`src/rtl/cdc_pulse_scheduler.sv`:
```
// cdc_pulse_scheduler: round-robin serialiser of per-source event pulses onto one rate-limited toggle-CDC channel.
// Optional macro CDC_PULSE_SCHED_STATS_EN enables the 16-bit issued_cnt pulse counter (tied to 0 otherwise).
module cdc_pulse_scheduler #(
  parameter int NUM_REQ = 4,
  parameter int MIN_GAP = 6,
  parameter int CNT_W   = 4,
  parameter int ID_W    = 2
) (
  input  logic               clk,
  input  logic               rst,
  input  logic [NUM_REQ-1:0] req_pulse,
  input  logic               clr_ovf,
  output logic               pulse_out,
  output logic [ID_W-1:0]    pulse_id,
  output logic               busy,
  output logic [NUM_REQ-1:0] overflow,
  output logic [15:0]        issued_cnt
);
  typedef enum logic [1:0] {IDLE, ISSUE, GAP} state_t;
  localparam int GW = $clog2(MIN_GAP + 1);
  // IDLE and ISSUE each take one cycle, so GAP fills the remaining MIN_GAP-2
  localparam logic [GW-1:0] GAP_LD = GW'(MIN_GAP > 2 ? MIN_GAP - 3 : 0);
  state_t             state_q;
  logic [CNT_W-1:0]   cnt_q [NUM_REQ];
  logic [CNT_W-1:0]   cnt_d [NUM_REQ];
  logic [NUM_REQ-1:0] nz, ovf_q, ovf_d;
  logic [ID_W-1:0]    ptr_q, gidx, id_q;
  logic [GW-1:0]      gap_q;
  logic               pulse_q, busy_q, grant;
  always_comb begin
    gidx = ptr_q;
    for (int i = 0; i < NUM_REQ; i++) nz[i] = |cnt_q[i];
    // scan from the farthest candidate down so the nearest one after ptr wins
    for (int k = NUM_REQ; k >= 1; k--)
      if (nz[(int'(ptr_q) + k) % NUM_REQ]) gidx = ID_W'((int'(ptr_q) + k) % NUM_REQ);
    grant = (state_q == IDLE) && (|nz);
    for (int i = 0; i < NUM_REQ; i++) begin
      ovf_d[i] = (&cnt_q[i]) && req_pulse[i] && !(grant && gidx == ID_W'(i));
      cnt_d[i] = ovf_d[i] ? cnt_q[i]
               : cnt_q[i] + CNT_W'(req_pulse[i]) - CNT_W'(grant && gidx == ID_W'(i));
      ovf_d[i] = ovf_d[i] | (ovf_q[i] & ~clr_ovf);
    end
  end
  always_ff @(posedge clk or posedge rst) begin
    if (rst) begin
      for (int i = 0; i < NUM_REQ; i++) cnt_q[i] <= '0;
      ovf_q   <= '0;
      state_q <= IDLE;
      ptr_q   <= ID_W'(NUM_REQ - 1);
      id_q    <= '0;
      gap_q   <= '0;
      pulse_q <= 1'b0;
      busy_q  <= 1'b0;
    end else begin
      for (int i = 0; i < NUM_REQ; i++) cnt_q[i] <= cnt_d[i];
      ovf_q   <= ovf_d;
      busy_q  <= (|nz) || (state_q != IDLE);
      pulse_q <= 1'b0;
      case (state_q)
        IDLE: if (grant) begin
          state_q <= ISSUE;
          pulse_q <= 1'b1;
          id_q    <= gidx;
          ptr_q   <= gidx;
        end
        ISSUE: begin
          gap_q   <= GAP_LD;
          state_q <= MIN_GAP > 2 ? GAP : IDLE;
        end
        GAP: begin
          gap_q   <= gap_q - GW'(1);
          state_q <= gap_q == '0 ? IDLE : GAP;
        end
        default: state_q <= IDLE;
      endcase
    end
  end
  assign pulse_out = pulse_q;
  assign pulse_id  = id_q;
  assign busy      = busy_q;
  assign overflow  = ovf_q;
`ifdef CDC_PULSE_SCHED_STATS_EN
  logic [15:0] issued_q;
  always_ff @(posedge clk or posedge rst) begin
    if (rst) issued_q <= '0;
    else if (pulse_q) issued_q <= issued_q + 16'd1;
  end
  assign issued_cnt = issued_q;
`else
  assign issued_cnt = '0;
`endif
endmodule

```
`config.mk`:
```
export PLATFORM = sky130hd
export DESIGN_NAME = cdc_pulse_scheduler
export DESIGN_NICKNAME = d
export VERILOG_FILES = /design/src/rtl/cdc_pulse_scheduler.sv
export SDC_FILE = /design/constraint.sdc
export NUM_CORES = 1
export LEC_CHECK = 0
export ABC_AREA = 1
export CORE_MARGIN = 2
export CORE_UTILIZATION = 50
export CTS_BUF_LIST = sky130_fd_sc_hd__clkbuf_8 sky130_fd_sc_hd__clkbuf_16
export DETAILED_ROUTE_END_ITERATION = 8
export PLACE_DENSITY = 0.76
export SLEW_MARGIN = 10
export SYNTH_ARGS = -nofsm -noshare
export SYNTH_HDL_FRONTEND = slang
export SYNTH_SLANG_ARGS = --single-unit
```
`constraint.sdc`:
```
create_clock -name clk -period 2.64 [get_ports clk]
set_input_delay 0.264 -clock clk [delete_from_list [all_inputs] [get_ports clk]]
set_output_delay 0.264 -clock clk [all_outputs]
set_load 0.01 [all_outputs]
```
# After elaboration in Yosys (flattened, before gate mapping)

Cells that the tools add are included.

Register bits after elaboration: 31
Output and inout bits: 24
Logic and storage cells: 106
Input bits: 7

Reductions and logical operators: 37
Muxes and demuxes: 22
Equality and inequality tests: 6
Order comparisons: 4
$add $sub $neg: 13
Bitwise logic cells: 13

Operator list:

| cell                | count |
|---|---|
| $add 4x1->4         | 4 |
| $lt 3x4->1 const B  | 4 |
| $reduce_and 4->1    | 4 |
| $reduce_or 16->1    | 1 |
| $reduce_or 4->1     | 4 |
| $sub 4x1->4         | 4 |
| $logic_and 1x1->1   | 13 |
| $mux 2              | 6 |
| $mux 1              | 10 |
| $bmux 1 s2          | 4 |
| $reduce_or 2->1     | 4 |
| $eq 2x2->1 const B  | 3 |
| $pmux 2 s3          | 1 |
| $pmux 3 s2          | 1 |
| $add 2x1->2 const B | 2 |
| $add 2x2->2 const B | 2 |
| $and 1x1->1         | 4 |
| $and 1x1->1 const A | 4 |
| $eq 2x1->1 const B  | 2 |
| $logic_not 1->1     | 4 |
| $logic_not 2->1     | 2 |
| $or 1x1->1          | 4 |
| $reduce_bool 2->1   | 2 |
| $logic_not 3->1     | 1 |
| 5 further kinds     | 5 |

# Depth between registers and ports, before layout

Depth after elaboration: 15
Depth in mapped cells: 21

# Least setup slack after synthesis

No wires, ideal clock.

Kind: register to register
Start: register ptr_q[0]
End: register cnt_q[14] (netlist name)
Setup time: 0.116 ns
Period minus slack after synthesis: 2.648 ns
Buffers on the path: 1
Cell stages (with the launch flop): 20
Path slack: -0.008 ns
Required time: 2.524 ns
Arrival: 2.531 ns
Path through: dfstp_2 buf_6 inv_4 nand3_1 nand3_2 nand2_2 nand2_2 nand2_2 nand2_2 a21oi_4 nand2_2 inv_1 ha_1 inv_1 ha_1 inv_1 fa_1 xnor2_1 nand2_1 nand2_1

Cells in the longest elaborated chain, start to end: 12
Elaborated cells on any way between the ends: 25
Those cells by class: 5 x add/sub; 16 x mux; 4 x reduce/logical

Ends and longest elaborated chain:

| element                                             | line   | source |
|---|---|---|
| start, declared                                     | 27     | `logic [ID_W-1:0] ptr_q, gidx, id_q;` |
| start signal, assigned                              | 49     | `ptr_q <= ID_W'(NUM_REQ - 1);` |
| start signal, assigned                              | 64     | `ptr_q <= gidx;` |
| $add 2x1->2                                         | 35     | `if (nz[(int'(ptr_q) + k) % NUM_REQ]) gidx = ID_W'((int'(ptr_q) + k) % NUM_REQ);` |
| $bmux 1 s2                                          | 35     |  |
| $mux 1 (not written as such) (2 in a row)           | 35     |  |
| $mux 2 (3 in a row)                                 | 35     |  |
| $mux 2 (*)                                          | 35     |  |
| $logic_not 2->1 (*)                                 | 38, 40 |  |
| $logic_and 1x1->1 (*)                               | 38, 40 |  |
| branches (longest 2 deep; another with $sub 4x1->4) | n/a    |  |
| end, declared                                       | 24     | `logic [CNT_W-1:0] cnt_q [NUM_REQ];` |

Every way passes the cells marked *. The select of a mux whose other input is x is not followed.
A chain may end at the register's enable or synchronous reset.

# Final worst setup path

Ends and elaborated chain as after synthesis.

==> impl_metrics.ini <==
[status]
outcome = finished, violations left
violations = negative setup slack

[clock_tree]
htree_levels = 2
clock_path_buffers = 2
ctsHoldBuffers = 0
cts-buffers-inserted = 5
cts.reportedPaths.clkPinSlew_ns = 0.07
root_buffer = clkbuf_8
clk_latency_ns = 0.29
cts.sinks = 31
cts_tree = yes

[synthesis]
synth_top_area_frac = 0.309
synth_commonest_cells = 62 x nand2_1, 49 x inv_1, 29 x dfrtp_1, 29 x ha_1, 26 x nand3_1
async_reset_ff_frac = 1.00
yosysSeqAreaShare = 0.331
ys_types = 27
ys_warn_count = 0
synth_area_leaders = dfrtp_1 31%, ha_1 15%, nand2_1 9.9%
synth-seq-cells = 31
syn_inst = 288
synth_edf_count = 0
synth-main-ff-cell = dfrtp_1
yosysMostFrequentCell = nand2_1
synth.largest_area_cell = dfrtp_1
synth_area_per_cell_um2 = 8.16
syn_area_mm2 = 0.00235

[die]
io_pins = 31
fp-row-count = 24
die_area_mm2 = 0.00526
start_util = 0.529
chipWidth_um = 72.6
die_y_um = 72.6
core_mm2 = 0.00444

[worst_setup_path]
max_stage_delay_ns = 0.73
reg2reg_to = cnt_q[14]$_DFFE_PP0N_
slowest_stage = dfstp_4
arrival_ns = 3.23
rr_worst_depth = 18
start_kind = flip-flop
ff2ff_setup_slack_ns = -0.35
crit_type = reg2reg
crit_cells = 18
timing.rr.start = ptr_q[0]$_DFFE_PP1P_
critical-path-top-delay-family = simple AND/OR/NAND/NOR gates
cp.buffers_inverters = 4
critPathCapture = cnt_q[14]$_DFFE_PP0N_
path_max_fanout = 8
startpoint = ptr_q[0]$_DFFE_PP1P_
worstPathCellList = nor2_4, nor2_4, nand3_4, nand2_4, inv_6, nand2_4, nand2_4, a21oi_4, nand2_2, inv_2, ha_4, inv_2, ha_4, inv_2, fa_2, xnor2_2, nand2_1, nand2_1
worstPathRequired_ns = 2.88
cp-end-kind = flip-flop

[final_layout]
antenna_cells = 0
post_route_cells_drive_above_1_share = 0.412
syn_to_final_growth_pct = 45.0
layout.nets = 410

[grt]
grt_pass1_wl_mm = 10.1
grt_usage = 0.253
grt_pass1_vias = 2240
grt_start_max_net_pins = 32
overflow = 0
antenna_found_initial = 0

[routing]
drc_errors = 0
dr.first_iter.drc_count = 177
dr.pass1.iters = 5
wl_per_cell_um = 16.5
num_vias = 2260
via_per_inst = 5.34
postRouteAntennaNets = 0
wl_mm = 6.96

[timing]
min_period_over_period = 1.13
relSlewSlack = 0.636
tightest_slew_ns = 0.542
fin_crit_ns = 2.99
skew_ns = 0.00814
rsz0062_at_grt = yes
slew_viol_final = 0
setup_viol = 14
hold_viol_final = 0
max_freq_mhz = 334
finalSetupTns_ns = -3.17
fin_ws_ns = -0.351

[place]
detailed_place_hpwl_mm = 3.63
place.gp.congestion = 0.895
io_buffers = 14

[min_path]
hold_class = in2async

[flow_run]
maxCapViolations = 0
==> stage by stage <==
stage	worst slack [ns]	std cells	cell area, um^2	hold WS, ns	utilization
3_5_place_dp	-0.192	390	2780	0.489	0.624
6_report	-0.351	423	3410	0.365	0.767
2_1_floorplan	-0.00673	303	2420	0.345	-
5_1_grt	-0.451	423	3410	0.433	0.767
4_1_cts	-0.145	418	3130	0.385	0.705
3_3_place_gp	-0.122	390	2780	0.480	0.624
==> worst register-to-register path: cells and delay by family (launching register included) <==
family	cells	cell delay (ns)
simple gates	9	0.84
fa+ha+maj	3	0.74
flops	1	0.73
buf+inv	4	0.25
xor+xnor	1	0.19
compound gates	1	0.18
==> cell type report <==
class / instances / area [um^2]
multi-input cells: 202 / 1630
fillers: 256 / 1040
flip-flops and latches: 31 / 782
repair buffers: 77 / 624
inverters: 53 / 209
clock buffers: 7 / 96.3
well taps: 52 / 65.1
clock inverters: 1 / 3.75
==> flip-flops by register name (all words and copies together), names as in the netlist <==
register   flops
busy           1
cnt_q         16
gap_q          3
state_q        2
pulse_id       2
ptr_q          2
pulse_out      1
overflow       4
==> worst min path at each step <==
stage                                          to  slack [ns]               startpoint
final                        gap_q[0]$_DFFE_PP0P_        0.36                      rst
after global routing          pulse_out$_DFF_PP0_        0.43                      rst
after CTS                    cnt_q[5]$_DFFE_PP0N_        0.38                      rst
after detailed placement  pulse_id[1]$_DFFE_PP0P_        0.49  pulse_id[1]$_DFFE_PP0P_
after global placement    pulse_id[1]$_DFFE_PP0P_        0.48  pulse_id[1]$_DFFE_PP0P_
after floorplan             overflow[0]$_DFF_PP0_        0.34                  clr_ovf
==> cell families (layout without fill, tap and decap cells) <==
kind of cell,Yosys count,in the layout,share of synthesized area
AND/OR/NAND/NOR,126,126,0.260
XOR/XNOR,9,9,0.0335
adder cells (fa/ha/maj),33,33,0.189
AO/OA/AOI/OAI,18,18,0.0437
flip-flops,31,31,0.331
buffers and inverters,70,138,0.142
other,1,16,0.00160
==> cell usage in the layout (no fill, tap or decap), drive strengths merged <==
cell	Yosys	routed
a21oi	6	6
a31oi	1	1
buf	17	63
clkbuf	0	7
clkdlybuf4s50	0	14
conb	1	16
dfrtp	29	29
dfstp	2	2
fa	4	4
ha	29	29
inv	53	54
nand2	76	76
nand3	31	31
nand4	1	1
nor2	17	17
nor3	1	1
o21ai	11	11
xnor2	8	8
xor2	1	1
==> timing repair <==
action,CTS,global route
setup endpoints to repair,10,14
pin swaps,25,31
setup buffers,20,6
gates resized for setup,29,52
==> layer usage <==
metal,wire length [um],global-route usage,part of all wire
met2,3510,0.423,0.50
met4,395,0.150,0.057
met3,335,0.0514,0.048
met1,2720,0.298,0.39
met5,0,0,0
Power is not shown: default switching activity piles up to over one toggle a cycle in this logic, so the estimate is an artifact.
